[src/rtl/axis_pkt_rx_fifo.sv]
// AXI-Stream receive endpoint with a store-and-forward packet FIFO.
// Beats are released on a first-word-fall-through read port only after the
// whole packet they belong to has been buffered. Packets longer than MAX_LEN
// are cut at MAX_LEN beats (last beat forced), the rest is dropped, and a
// sticky error flag is raised.
module axis_pkt_rx_fifo #(
   parameter int unsigned DATA_W  = 8,
   parameter int unsigned DEPTH   = 16,
   parameter int unsigned MAX_LEN = 4
) (
   input  logic                         clk,
   input  logic                         rst,
   input  logic                         s_axis_tvalid,
   output logic                         s_axis_tready,
   input  logic [DATA_W-1:0]            s_axis_tdata,
   input  logic                         s_axis_tlast,
   input  logic                         rd_en,
   output logic                         rd_valid,
   output logic [DATA_W-1:0]            rd_data,
   output logic                         rd_last,
   output logic [$clog2(DEPTH+1)-1:0]   pkt_avail,
   output logic [$clog2(DEPTH+1)-1:0]   fifo_level,
   output logic                         len_err,
   input  logic                         err_clr
);

   localparam int unsigned AW = $clog2(DEPTH);
   localparam int unsigned CW = $clog2(DEPTH + 1);
   localparam logic [CW-1:0] LastCnt = CW'(MAX_LEN - 1);
   localparam logic [CW-1:0] FullLvl = CW'(DEPTH);

   typedef enum logic [0:0] {StRecv, StDiscard} state_e;

   state_e          state_q, state_d;
   logic [AW-1:0]   wr_ptr_q, wr_ptr_d;
   logic [AW-1:0]   rd_ptr_q, rd_ptr_d;
   logic [CW-1:0]   level_q, level_d;
   logic [CW-1:0]   pkt_q, pkt_d;
   logic [CW-1:0]   beat_cnt_q, beat_cnt_d;
   logic            len_err_q, len_err_d;

   // Each entry holds {last, data}; validity comes only from the pointers.
   logic [DATA_W:0] mem_q [DEPTH];

   logic            full;
   logic            tready;
   logic            accept;
   logic            wr_en;
   logic            wr_last;
   logic            over_len;
   logic            pkt_valid;
   logic            pop;
   logic [DATA_W:0] head;
   logic            head_last;
   logic            pkt_inc;
   logic            pkt_dec;

   assign full      = (level_q == FullLvl);
   assign head      = mem_q[rd_ptr_q];
   assign head_last = head[DATA_W];
   assign pkt_valid = (pkt_q != '0);
   // Complete packets always sit at the head, so any counted packet makes the head poppable.
   assign pop       = rd_en && pkt_valid && !rst;
   assign accept    = s_axis_tvalid && tready;
   assign pkt_inc   = wr_en && wr_last;
   assign pkt_dec   = pop && head_last;

   // Ready depends only on registered state: no combinational path from rd_en.
   always_comb begin
      tready = (state_q == StDiscard) || !full;
      if (rst) begin
         tready = 1'b0;
      end
   end

   // Receive FSM: decides whether an accepted beat is stored, and its last flag.
   always_comb begin
      state_d    = state_q;
      beat_cnt_d = beat_cnt_q;
      wr_en      = 1'b0;
      wr_last    = 1'b0;
      over_len   = 1'b0;
      case (state_q)
         StRecv: begin
            if (accept) begin
               wr_en = 1'b1;
               if (s_axis_tlast) begin
                  wr_last    = 1'b1;
                  beat_cnt_d = '0;
               end else if (beat_cnt_q == LastCnt) begin
                  // Over-long packet: close it here and drop the tail.
                  wr_last    = 1'b1;
                  over_len   = 1'b1;
                  beat_cnt_d = '0;
                  state_d    = StDiscard;
               end else begin
                  beat_cnt_d = beat_cnt_q + CW'(1);
               end
            end
         end
         StDiscard: begin
            if (accept && s_axis_tlast) begin
               state_d = StRecv;
            end
         end
         default: begin
            state_d = StRecv;
         end
      endcase
   end

   // Pointer, level and packet-count bookkeeping.
   always_comb begin
      wr_ptr_d = wr_ptr_q;
      rd_ptr_d = rd_ptr_q;
      level_d  = level_q;
      pkt_d    = pkt_q;
      if (wr_en) begin
         wr_ptr_d = wr_ptr_q + AW'(1);
      end
      if (pop) begin
         rd_ptr_d = rd_ptr_q + AW'(1);
      end
      case ({wr_en, pop})
         2'b10:   level_d = level_q + CW'(1);
         2'b01:   level_d = level_q - CW'(1);
         default: level_d = level_q;
      endcase
      case ({pkt_inc, pkt_dec})
         2'b10:   pkt_d = pkt_q + CW'(1);
         2'b01:   pkt_d = pkt_q - CW'(1);
         default: pkt_d = pkt_q;
      endcase
   end

   // Sticky length error: a new over-length event beats a simultaneous clear.
   always_comb begin
      len_err_d = len_err_q;
      if (over_len) begin
         len_err_d = 1'b1;
      end else if (err_clr) begin
         len_err_d = 1'b0;
      end
   end

   // State registers with asynchronous reset.
   always_ff @(posedge clk or posedge rst) begin
      if (rst) begin
         state_q    <= StRecv;
         wr_ptr_q   <= '0;
         rd_ptr_q   <= '0;
         level_q    <= '0;
         pkt_q      <= '0;
         beat_cnt_q <= '0;
         len_err_q  <= 1'b0;
      end else begin
         state_q    <= state_d;
         wr_ptr_q   <= wr_ptr_d;
         rd_ptr_q   <= rd_ptr_d;
         level_q    <= level_d;
         pkt_q      <= pkt_d;
         beat_cnt_q <= beat_cnt_d;
         len_err_q  <= len_err_d;
      end
   end

   // Storage array write port; no reset needed.
   always_ff @(posedge clk) begin
      if (wr_en) begin
         mem_q[wr_ptr_q] <= {wr_last, s_axis_tdata};
      end
   end

   // Read port and status outputs; head data is masked when nothing is releasable.
   always_comb begin
      s_axis_tready = tready;
      rd_valid      = pkt_valid && !rst;
      rd_data       = '0;
      rd_last       = 1'b0;
      if (rd_valid) begin
         rd_data = head[DATA_W-1:0];
         rd_last = head_last;
      end
      pkt_avail  = pkt_q;
      fifo_level = level_q;
      len_err    = len_err_q;
   end

   // Structural invariants of the bookkeeping.
   a_level_bound : assert property (@(posedge clk) disable iff (rst) level_q <= FullLvl);
   a_pkt_le_level : assert property (@(posedge clk) disable iff (rst) pkt_q <= level_q);
   a_no_write_full : assert property (@(posedge clk) disable iff (rst) !(wr_en && full));

endmodule
[config.mk]
export PLATFORM = sky130hd
export DESIGN_NAME = axis_pkt_rx_fifo
export DESIGN_NICKNAME = d
export VERILOG_FILES = /design/src/rtl/axis_pkt_rx_fifo.sv
export SDC_FILE = /design/constraint.sdc
export NUM_CORES = 1
export LEC_CHECK = 0
export ABC_CLOCK_PERIOD_IN_PS = 4000
export BUFFER_PORTS_ARGS = -buffer_cell sky130_fd_sc_hd__buf_4
export CAP_MARGIN = 10
export CORE_ASPECT_RATIO = 0.6
export CORE_UTILIZATION = 60
export DETAILED_ROUTE_END_ITERATION = 10
export PLACE_DENSITY = 0.85
export SLEW_MARGIN = 20
export SYNTH_ARGS = -nofsm -noshare
export SYNTH_HDL_FRONTEND = slang
export SYNTH_SLANG_ARGS = --single-unit
[constraint.sdc]
create_clock -name clk -period 4 [get_ports clk]
set_input_delay 1.2 -clock clk [delete_from_list [all_inputs] [get_ports clk]]
set_output_delay 1.2 -clock clk [all_outputs]
set_load 0.005 [all_outputs]
Word-level counts from Yosys, hierarchy flattened
Memories as Yosys holds them, arrays and structs flattened.
Index checks and enable logic that the tools add are counted.

cells by class
  bitwise logic cells = 1
  muxes and demuxes = 22
  reduce and logical (&&, ||, !) cells = 15
  equality and inequality tests = 6
  $add $sub $neg = 7

operators with widths
  cell                   number
  $pmux W5 S2            2
  $mux W1                16
  $add A5 B1 Y5 const B  3
  $mux W5                2
  $sub A5 B1 Y5 const B  2
  $add A4 B1 Y4 const B  2
  $mux W8                1
  $logic_and A1 B1 Y1    7
  $reduce_bool A2 Y1     3
  $eq A5 B2 Y1 const B   1
  $eq A5 B5 Y1 const B   1
  $reduce_bool A5 Y1     1
  $eq A2 B1 Y1 const B   2
  $eq A2 B2 Y1 const B   2
  $logic_not A1 Y1       2
  $pmux W1 S2            1
  $reduce_and A2 Y1      1
  $logic_or A1 B1 Y1     1
  $not A1 Y1             1

storage, ports and cells
  input port bits = 14
  bits in writable memories = 144
  memories = 1
  output and inout port bits = 22
  register bits = 25

memory list
  memory  depth  bits a word  read ports  clocked after Yosys merged registers in  write ports  RTL line  text
  mem_q   16     9            1           0                                        1            43        logic [DATA_W:0] mem_q [DEPTH];

Depth between registers and ports, before layout
Gate-level depths: netlist of the first run.

  depth in word-level cells = 10
  gate-level depth with buffers = 14
  depth with buffers taken out = 11

Worst setup path before layout of the first run
OpenSTA, ideal clock, no wires.

  path kind = in2reg
  start point = input rst
  end point = register pkt_q[4], in the netlist pkt_avail[4]
  slack = 227 ps
  data required time = 3921 ps
  arrival = 3694 ps
  cell stages on the path = 12
  setup time = 79 ps
  path buffers = 2
  path through = nand2b_1 a211oi_2 clkbuf_1 o21ai_0 ha_1 buf_2 xor2_1 ha_1 a21oi_1 or3b_2 a41oi_1 xor2_1

on the way
  cells in the longest elaborated chain, start to end = 7

ends and longest elaborated chain
  what                                               RTL line  text
  start, declared                                    12        input logic rst,
  $mux W1                                            71        if (rst) begin
  $logic_and A1 B1 Y1                                64        assign accept = s_axis_tvalid && tready;
  $mux W1                                            85        if (accept) begin
  $mux W1                                            83        case (state_q)
  $logic_and A1 B1 Y1                                65        assign pkt_inc = wr_en && wr_last;
  $eq A2 B1 Y1 or $eq A2 B2 Y1 (tied branches)       129       case ({pkt_inc, pkt_dec})
  $pmux W5 S2 or $reduce_bool A2 Y1 (tied branches)  n/a
  end signal, assigned                               161       pkt_q <= pkt_d;
  end, declared                                      38        logic [CW-1:0] pkt_q, pkt_d;

Several ways; a longest one is shown, not always the timed one.
A chain may end at the register's enable or synchronous reset.

Worst setup path after layout of the first run
  start point = register rd_ptr_q[2]
  end point = output rd_data[5]

on the way
  cells in the longest elaborated chain, start to end = 2

ends and longest elaborated chain
  what                    RTL line  text
  start, declared         36        logic [AW-1:0] rd_ptr_q, rd_ptr_d;
  start signal, assigned  159       rd_ptr_q <= rd_ptr_d;
  $mem_v2 Z16 W9          n/a
  $mux W8                 180       if (rd_valid) begin
  end, declared           19        output logic [DATA_W-1:0] rd_data,

No other way between the ends.

==> run_results.csv, run 1 <==
group,metric,value,unit
floorplan,die_w,143,µm
power,leakage,2.89,nW
placed_design,pre_cts_ws,0.339,ns
critical_path,cp_top_family,"multiplexers",
critical_path,end_kind,"output port",
floorplan,die_height,86.5,µm
cts,htree_levels,4,
global_route,antenna_found_initial,0,
critical_path,cp_num_cells,4,
final_layout,layout-drive-gt1-share,0.260,
final_layout,fin_util,0.714,
cts,cts_hold_buf,0,
logic_synthesis,ys_top_cells_by_count,"edfxtp_1, mux4_2, dfrtp_1",
timing,finalMaxSlewViolations,0,
floorplan,die_area,12400,µm²
floorplan,core_area,11400,µm²
cts,clock_latency,0.43,ns
cts,cts_resized,0,
timing,worstMarginPinSlew,0.912,ns
detailed_routing,vias,3951,
logic_synthesis,synthFlopType,"edfxtp_1",
global_route,grt_max_degree,26,
logic_synthesis,netlist.top_cell.by_area,"edfxtp_1",
cts,clock_path_buffers,2,
critical_path,worst_setup_path_start_kind,"flip-flop",
critical_path,critPathSlowestCell,"mux4_1",
timing,finalWorstSetupSlack,0.177,ns
critical_path,cp.required,2.80,ns
logic_synthesis,ys_seq_area_frac,0.693,
floorplan,fp-row-count,30,
detailed_routing,final_antenna_net_count,0,
timing,skew,0.00690,ns
final_layout,area_growth_syn_to_layout,14.5,%
floorplan,start_util,0.624,
global_route,grt_pass1_wl,22.4,mm
global_route,track_usage,0.265,
placed_design,dp_cells,605,
final_layout,diodes,0,
timing,period_minus_slack,3.82,ns
timing,rsz0062_at_grt,"no",
cts,post_cts_buffers,0,
logic_synthesis,yosys.area.top_type_share,0.606,
detailed_routing,drt-total-wl,14.7,mm
placed_design,place_hpwl,9.19,mm
detailed_routing,dr.pass1.iters,5,
final_layout,fill_cells,672,
logic_synthesis,ys_ff_latch,169,
timing,fin_crit_sh,0.956,
placed_design,io_buffers,35,
critical_path,cp_cell_sequence,"mux4_1, mux4_2, and2_1, buf_4",
cts,clk_pin_slew,0.06,ns
floorplan,pin_count,36,
global_route,grt_overflow,0,
final_layout,regArea,4950,µm²
logic_synthesis,synth_cell_types,51,
placed_design,dpl_cell_area,7620,µm²
critical_path,crit_type,"flip-flop to output port",
critical_path,r2r_cells,12,
timing,max_freq,0.262,GHz
cts,numCtsBuffers,17,
detailed_routing,via_per_inst,6.20,
power,cellPowerDensity,673,nW/µm²
critical_path,cp_num_buf_inv,1,
logic_synthesis,synthArstFlopShare,0.148,
critical_path,slowest_delay,0.72,ns
power,ir_worst_vdd,0.473,mV
min_path,hold_depth,1,
detailed_routing,routedWlPerCell,23.1,µm
final_layout,fin_nets,492,
cts,cts_tree,"built",
logic_synthesis,syn_nets,440,
detailed_routing,initialDrtViolationCount,396,
min_path,hp-class,"flip-flop to flip-flop",
timing,slew_headroom,0.388,
critical_path,arrival,2.62,ns
placed_design,gp_congestion,0.861,
final_layout,stdcell_count,637,
job,maxCapViolations,0,
final_layout,final_area,8170,µm²
timing,tns,0,ns
final_layout,multi_input_area,2050,µm²
timing,setup_viol,0,
timing,hold_viol_final,0,
logic_synthesis,synth-edff-count,144,
logic_synthesis,ys_top_cells_by_area,"edfxtp_1, mux4_2, dfrtp_1",
status,status,"completed",
detailed_routing,drc_errors,0,
global_route,grt_pass1_vias,3812,
logic_synthesis,yosysWarnings,0,
logic_synthesis,synth.avg_cell_area,17.3,µm²
logic_synthesis,synth.cell_area,7140,µm²
logic_synthesis,synthCells,412,
critical_path,path_max_fanout,19,
cts,cts_sinks,169,
logic_synthesis,synth_most_common_cell,"edfxtp_1",
cts,cts_root_buffer,"clkbuf_16",
==> power breakdown <==
group          switching, mW  total (mW)  internal (mW)
combinational          0.795        1.61          0.819
clock                  0.682        1.54          0.855
sequential             0.244        2.35           2.11
==> layout by cell type (no fill, tap or decap), drive strengths merged, types with 5 or more instances in the layout <==
master  count
o21ai      18
clkinv      8
xor2        7
nand3       8
and4        5
nor2       12
buf        49
ha         13
edfxtp    144
dfrtp      25
inv        17
nor2b       5
mux2i      10
mux4       33
clkbuf     17
and2        7
xnor2       8
a21oi      13
mux2       11
nand2      18
nand2b      5
==> sequential cells by signal, indices dropped and copies added (netlist names) <==
signal,count
mem_q,144
beat_cnt_q,5
fifo_level,5
pkt_avail,5
rd_ptr_q,4
wr_ptr_q,4
len_err,1
state_q,1
==> cell type report <==
class                           instances  area share
Clock inverter                         15      0.0155
Timing Repair Buffer                   49      0.0450
Sequential cell                       169       0.606
Clock buffer                           17      0.0521
Tap cell                              160      0.0245
Inverter                               14     0.00643
Multi-Input combinational cell        213       0.250
==> cell families after synthesis <==
logic type | count (synthesis) | synth area share
adder cells (fa/ha/maj) | 14 | 0.0256
buffers and inverters | 30 | 0.0202
multiplexers | 54 | 0.138
AND/OR/NAND/NOR | 81 | 0.0620
flip-flops | 169 | 0.693
AO/OA/AOI/OAI | 49 | 0.0431
XOR/XNOR | 15 | 0.0184
==> per-layer routing <==
| layer | GRT usage | vias up | wire length (µm) |
|---|---|---|---|
| met5 | 0 | - | 0 |
| met4 | 0.105 | 0 | 267 |
| met3 | 0.0663 | 26 | 1180 |
| met2 | 0.396 | 172 | 6920 |
| met1 | 0.382 | 2021 | 6340 |
| li1 | - | 1732 | - |
==> per-stage QoR <==
stage	power [mW]	hold slack (ns)
final	5.50	0.516
after global routing	5.74	0.540
after CTS	5.51	0.521
after detailed placement	3.96	0.491
after global placement	3.89	0.492
after floorplan	3.42	0.466
==> final timing paths <==
kind / startpoint / endpoint / slack [ns]
min reg2reg: pkt_avail[4]$_DFFE_PP0P_ / pkt_avail[4]$_DFFE_PP0P_ / 0.52
max: rd_ptr_q[2]$_DFFE_PP0P_ / rd_data[5] / 0.18
min in group asynchronous: rst / fifo_level[1]$_DFFE_PP0P_ / 0.89
max reg2reg: rd_ptr_q[2]$_DFFE_PP0P_ / pkt_avail[4]$_DFFE_PP0P_ / 0.48
min: pkt_avail[4]$_DFFE_PP0P_ / pkt_avail[4]$_DFFE_PP0P_ / 0.52
max in group asynchronous: rst / rd_ptr_q[2]$_DFFE_PP0P_ / 2.62
Note: power is estimated with default switching activity, not from simulation.
==> inputs of run 2 (changes only) <==
Settings changed: CORE_MARGIN set to 4.
==> run_results.csv, run 2 (synthesized netlist as in run 1, its figures left out) <==
group,metric,value,unit
global_route,track_usage,0.239,
timing,tns,0,ns
cts,clock_path_buffers,2,
detailed_routing,final_antenna_net_count,0,
timing,setup_viol,0,
power,cellPowerDensity,684,nW/µm²
final_layout,area_growth_syn_to_layout,15.6,%
final_layout,layout_commonest_cell,"edfxtp_1",
timing,max_freq,0.269,GHz
cts,cts_resized,0,
placed_design,dp_cells,609,
power,switching_share,0.312,
critical_path,cpMostUsedCell,"buf_4",
floorplan,die_height,92.5,µm
power,intPower,3.88,mW
critical_path,crit_type,"flip-flop to output port",
cts,cts_hold_buf,0,
final_layout,layout_common_cells,"edfxtp_1, buf_4, mux4_2",
detailed_routing,vias,4075,
floorplan,pin_count,36,
floorplan,die_w,149,µm
detailed_routing,dr.pass1.iters,5,
timing,finalWorstSetupSlack,0.281,ns
critical_path,arrival,2.52,ns
detailed_routing,via_per_inst,6.36,
power,p_seq_frac,0.414,
detailed_routing,initialDrtViolationCount,560,
critical_path,worst_setup_path_start_kind,"flip-flop",
final_layout,regArea,4950,µm²
status,status,"completed",
power,power,5.64,mW
placed_design,pre_cts_ws,0.285,ns
power,clockPowerShare,0.291,
final_layout,largest_reg_flops,144,
final_layout,stdcell_count,641,
cts,clk_pin_slew,0.07,ns
detailed_routing,drt-total-wl,15.3,mm
final_layout,multi_input_area,2050,µm²
global_route,grt_pass1_vias,3958,
cts,numCtsBuffers,17,
job,maxCapViolations,0,
timing,hold_ws,0.524,ns
critical_path,cp_cell_sequence,"buf_4, mux4_2, mux2_2, o21ai_0, a21oi_1, buf_4",
critical_path,path_max_fanout,11,
cts,cts_sinks,169,
timing,period_minus_slack,3.72,ns
final_layout,fill_cells,678,
timing,slew_headroom,0.504,
critical_path,slowest_delay,0.58,ns
placed_design,gp_congestion,0.844,
global_route,grt_pass1_wl,23.6,mm
power,power_switching,1.76,mW
min_path,hp-class,"flip-flop to flip-flop",
global_route,grt_overflow,0,
power,power.share.combinational,0.296,
timing,worstMarginPinSlew,0.744,ns
final_layout,diodes,0,
critical_path,cp.required,2.80,ns
cts,post_cts_buffers,0,
cts,cts_tree,"built",
floorplan,core_area,11400,µm²
critical_path,critPathSlowestCell,"dfrtp_2",
cts,cts_root_buffer,"clkbuf_16",
final_layout,regMostFlops,"mem_q",
cts,clock_latency,0.43,ns
timing,rsz0062_at_grt,"no",
timing,finalMaxSlewViolations,0,
floorplan,start_util,0.624,
detailed_routing,drc_errors,0,
critical_path,end_kind,"output port",
power,ir_worst_vdd,0.402,mV
floorplan,die_area,13800,µm²
cts,htree_levels,4,
placed_design,io_buffers,35,
timing,skew,0.0103,ns
global_route,grt_max_degree,26,
global_route,antenna_found_initial,1,
timing,fin_crit_sh,0.930,
power,leakage,2.93,nW
floorplan,fp-row-count,30,
final_layout,layout-drive-gt1-share,0.272,
final_layout,fin_nets,496,
timing,hold_viol_final,0,
detailed_routing,routedWlPerCell,23.9,µm
placed_design,place_hpwl,9.81,mm
[run 2: worst max-delay path, delay by kind of cell, from the launching register on]
kind	cells	cell delay [ns]
compound gates	2	0.26
mux	2	0.80
buf+inv	2	0.45
flops	1	0.58
[run 2: layout make-up]
| class | instances | area share |
|---|---|---|
| inverters | 14 | 0.00637 |
| clock inverters | 14 | 0.0197 |
| multi-input cells | 213 | 0.248 |
| flip-flops and latches | 169 | 0.600 |
| clock buffers | 18 | 0.0520 |
| well taps | 160 | 0.0243 |
| repair buffers | 53 | 0.0497 |
[run 2: final timing paths]
kind	startpoint	endpoint	slack (ns)	cells past startpoint
max	rd_ptr_q[2]$_DFFE_PP0P_	rd_data[4]	0.28	6
min	beat_cnt_q[1]$_DFFE_PP0P_	beat_cnt_q[1]$_DFFE_PP0P_	0.52	2
max reg2reg	rd_ptr_q[2]$_DFFE_PP0P_	pkt_avail[4]$_DFFE_PP0P_	0.47	12
min reg2reg	beat_cnt_q[1]$_DFFE_PP0P_	beat_cnt_q[1]$_DFFE_PP0P_	0.52	2
max in group asynchronous	rst	rd_ptr_q[2]$_DFFE_PP0P_	2.76	2
min in group asynchronous	rst	pkt_avail[2]$_DFFE_PP0P_	0.85	2
[run 2: power groups by stage]
stage               Clock [mW]  Combinational [mW]  Sequential [mW]
finish                    1.64                1.67             2.33
global route              1.73                1.81             2.36
CTS                       1.65                1.67             2.33
detailed placement           0                1.65             2.36
global placement             0                1.58             2.34
floorplan                    0                1.17             2.26
[run 2: per-layer routing]
metal,track usage,routed length (µm)
met2,0.350,7270
met3,0.0548,1330
met4,0.0838,288
met5,0,7
met1,0.358,6410
[run 2: per-stage QoR]
| step | instance area [µm²] | utilization |
|---|---|---|
| global route | 8250 | 0.721 |
| global placement | 7660 | 0.669 |
| finish | 8250 | 0.721 |
| floorplan | 7140 | - |
| detailed placement | 7660 | 0.669 |
| CTS | 8250 | 0.721 |
==> inputs of run 3 (changes only) <==
Settings changed: CORE_UTILIZATION 60 to 48, PLACE_DENSITY 0.85 to 0.72.
==> run_results.csv, run 3 (synthesized netlist as in run 1, its figures left out) <==
group,metric,value,unit
status,status,"completed",
floorplan,die_height,102,µm
critical_path,arrival,2.57,ns
timing,fin_crit_sh,0.942,
power,leakage,2.93,nW
placed_design,dpl_cell_area,7700,µm²
power,cellPowerDensity,679,nW/µm²
global_route,grt_max_degree,43,
critical_path,crit_type,"flip-flop to output port",
final_layout,layout_common_cells,"edfxtp_1, buf_4, mux4_2",
power,switching_share,0.303,
cts,cts_resized,0,
global_route,grt_overflow,0,
final_layout,largest_reg_flops,144,
timing,tns,0,ns
cts,numCtsBuffers,17,
detailed_routing,routedWlPerCell,21.9,µm
final_layout,layout_commonest_cell,"edfxtp_1",
detailed_routing,drt-total-wl,14.8,mm
floorplan,fp-row-count,34,
timing,slew_headroom,0.371,
critical_path,cp.required,2.80,ns
global_route,track_usage,0.188,
placed_design,dp_cells,643,
final_layout,fill_cells,1124,
timing,hold_ws,0.513,ns
cts,post_cts_buffers,0,
final_layout,regMostFlops,"mem_q",
power,p_seq_frac,0.412,
detailed_routing,drc_errors,0,
placed_design,place_hpwl,9.46,mm
min_path,hp-class,"flip-flop to flip-flop",
critical_path,path_max_fanout,21,
placed_design,gp_congestion,0.805,
cts,cts_hold_buf,0,
final_layout,final_area,8320,µm²
timing,rsz0062_at_grt,"no",
floorplan,core_area,14500,µm²
detailed_routing,via_per_inst,5.74,
cts,clk_pin_slew,0.07,ns
final_layout,area_growth_syn_to_layout,16.5,%
timing,max_freq,0.265,GHz
power,ir_worst_vdd,0.324,mV
detailed_routing,dr.pass1.iters,5,
power,intPower,3.94,mW
cts,cts_tree,"built",
critical_path,end_kind,"output port",
cts,cts_root_buffer,"clkbuf_16",
cts,cts_sinks,169,
global_route,grt_pass1_vias,3870,
floorplan,pin_count,36,
cts,htree_levels,4,
detailed_routing,initialDrtViolationCount,472,
final_layout,layout-drive-gt1-share,0.266,
final_layout,diodes,0,
floorplan,die_area,17000,µm²
power,clockPowerShare,0.299,
floorplan,die_w,165,µm
timing,hold_viol_final,0,
floorplan,start_util,0.491,
global_route,grt_pass1_wl,22.9,mm
power,power_switching,1.71,mW
timing,skew,0.0129,ns
global_route,antenna_found_initial,0,
timing,period_minus_slack,3.77,ns
job,maxCapViolations,0,
power,power.share.combinational,0.288,
detailed_routing,vias,3877,
timing,finalMaxSlewViolations,0,
timing,worstMarginPinSlew,0.937,ns
timing,setup_viol,0,
final_layout,stdcell_count,675,
cts,clock_latency,0.42,ns
detailed_routing,final_antenna_net_count,0,
final_layout,fin_nets,492,
cts,clock_path_buffers,2,
critical_path,worst_setup_path_start_kind,"flip-flop",
placed_design,io_buffers,35,
[run 3: layer usage]
metal / track usage / routed length [µm] / vias up / part of all wire
met3: 0.0568 / 1160 / 6 / 0.078
met1: 0.287 / 6900 / 2015 / 0.47
met2: 0.276 / 6680 / 124 / 0.45
met5: 0 / 0 / - / 0
li1: - / - / 1732 / -
met4: 0.0260 / 58 / 0 / 0.0039
[run 3: cell type report]
class,instances,area (µm²),share of cell area
timing repair buffer,49,405,0.0488
multi-input combinational,213,2050,0.246
tap,198,248,0.0298
inverter,14,52.6,0.00632
sequential,169,4950,0.595
clock buffer,17,425,0.0512
clock inverter,15,186,0.0224
[run 3: path summary, 6_finish.rpt]
check | start | end | slack (ns) | cells past startpoint
max in group asynchronous | rst | rd_ptr_q[2]$_DFFE_PP0P_ | 2.62 | 2
worst min-delay path | beat_cnt_q[1]$_DFFE_PP0P_ | beat_cnt_q[1]$_DFFE_PP0P_ | 0.51 | 2
worst max-delay path | rd_ptr_q[1]$_DFFE_PP0P_ | rd_data[6] | 0.23 | 4
worst max register to register | rd_ptr_q[1]$_DFFE_PP0P_ | pkt_avail[4]$_DFFE_PP0P_ | 0.46 | 10
min in group asynchronous | rst | pkt_avail[0]$_DFFE_PP0P_ | 0.91 | 2
worst min register to register | beat_cnt_q[1]$_DFFE_PP0P_ | beat_cnt_q[1]$_DFFE_PP0P_ | 0.51 | 2
[run 3: through the flow]
step,total power [mW],worst slack (ns),util
finish,5.65,0.233,0.572
floorplan,3.42,0.227,-
CTS,5.69,0.268,0.572
detailed placement,4.00,0.240,0.529
global route,5.92,0.153,0.572
global placement,3.94,0.379,0.529
[run 3: power groups by stage]
stage               logic (mW)  clock network, mW  registers (mW)
finish                    1.63               1.69            2.33
global route              1.77               1.80            2.35
CTS                       1.65               1.72            2.32
detailed placement        1.64                  0            2.36
global placement          1.60                  0            2.34
floorplan                 1.17                  0            2.26
[run 3: critical path: stages (launching register included)]
cell      delay (ns)
dfrtp_1         0.92
mux4_2          0.62
o21ai_0         0.24
a21boi_0        0.18
buf_4           0.17
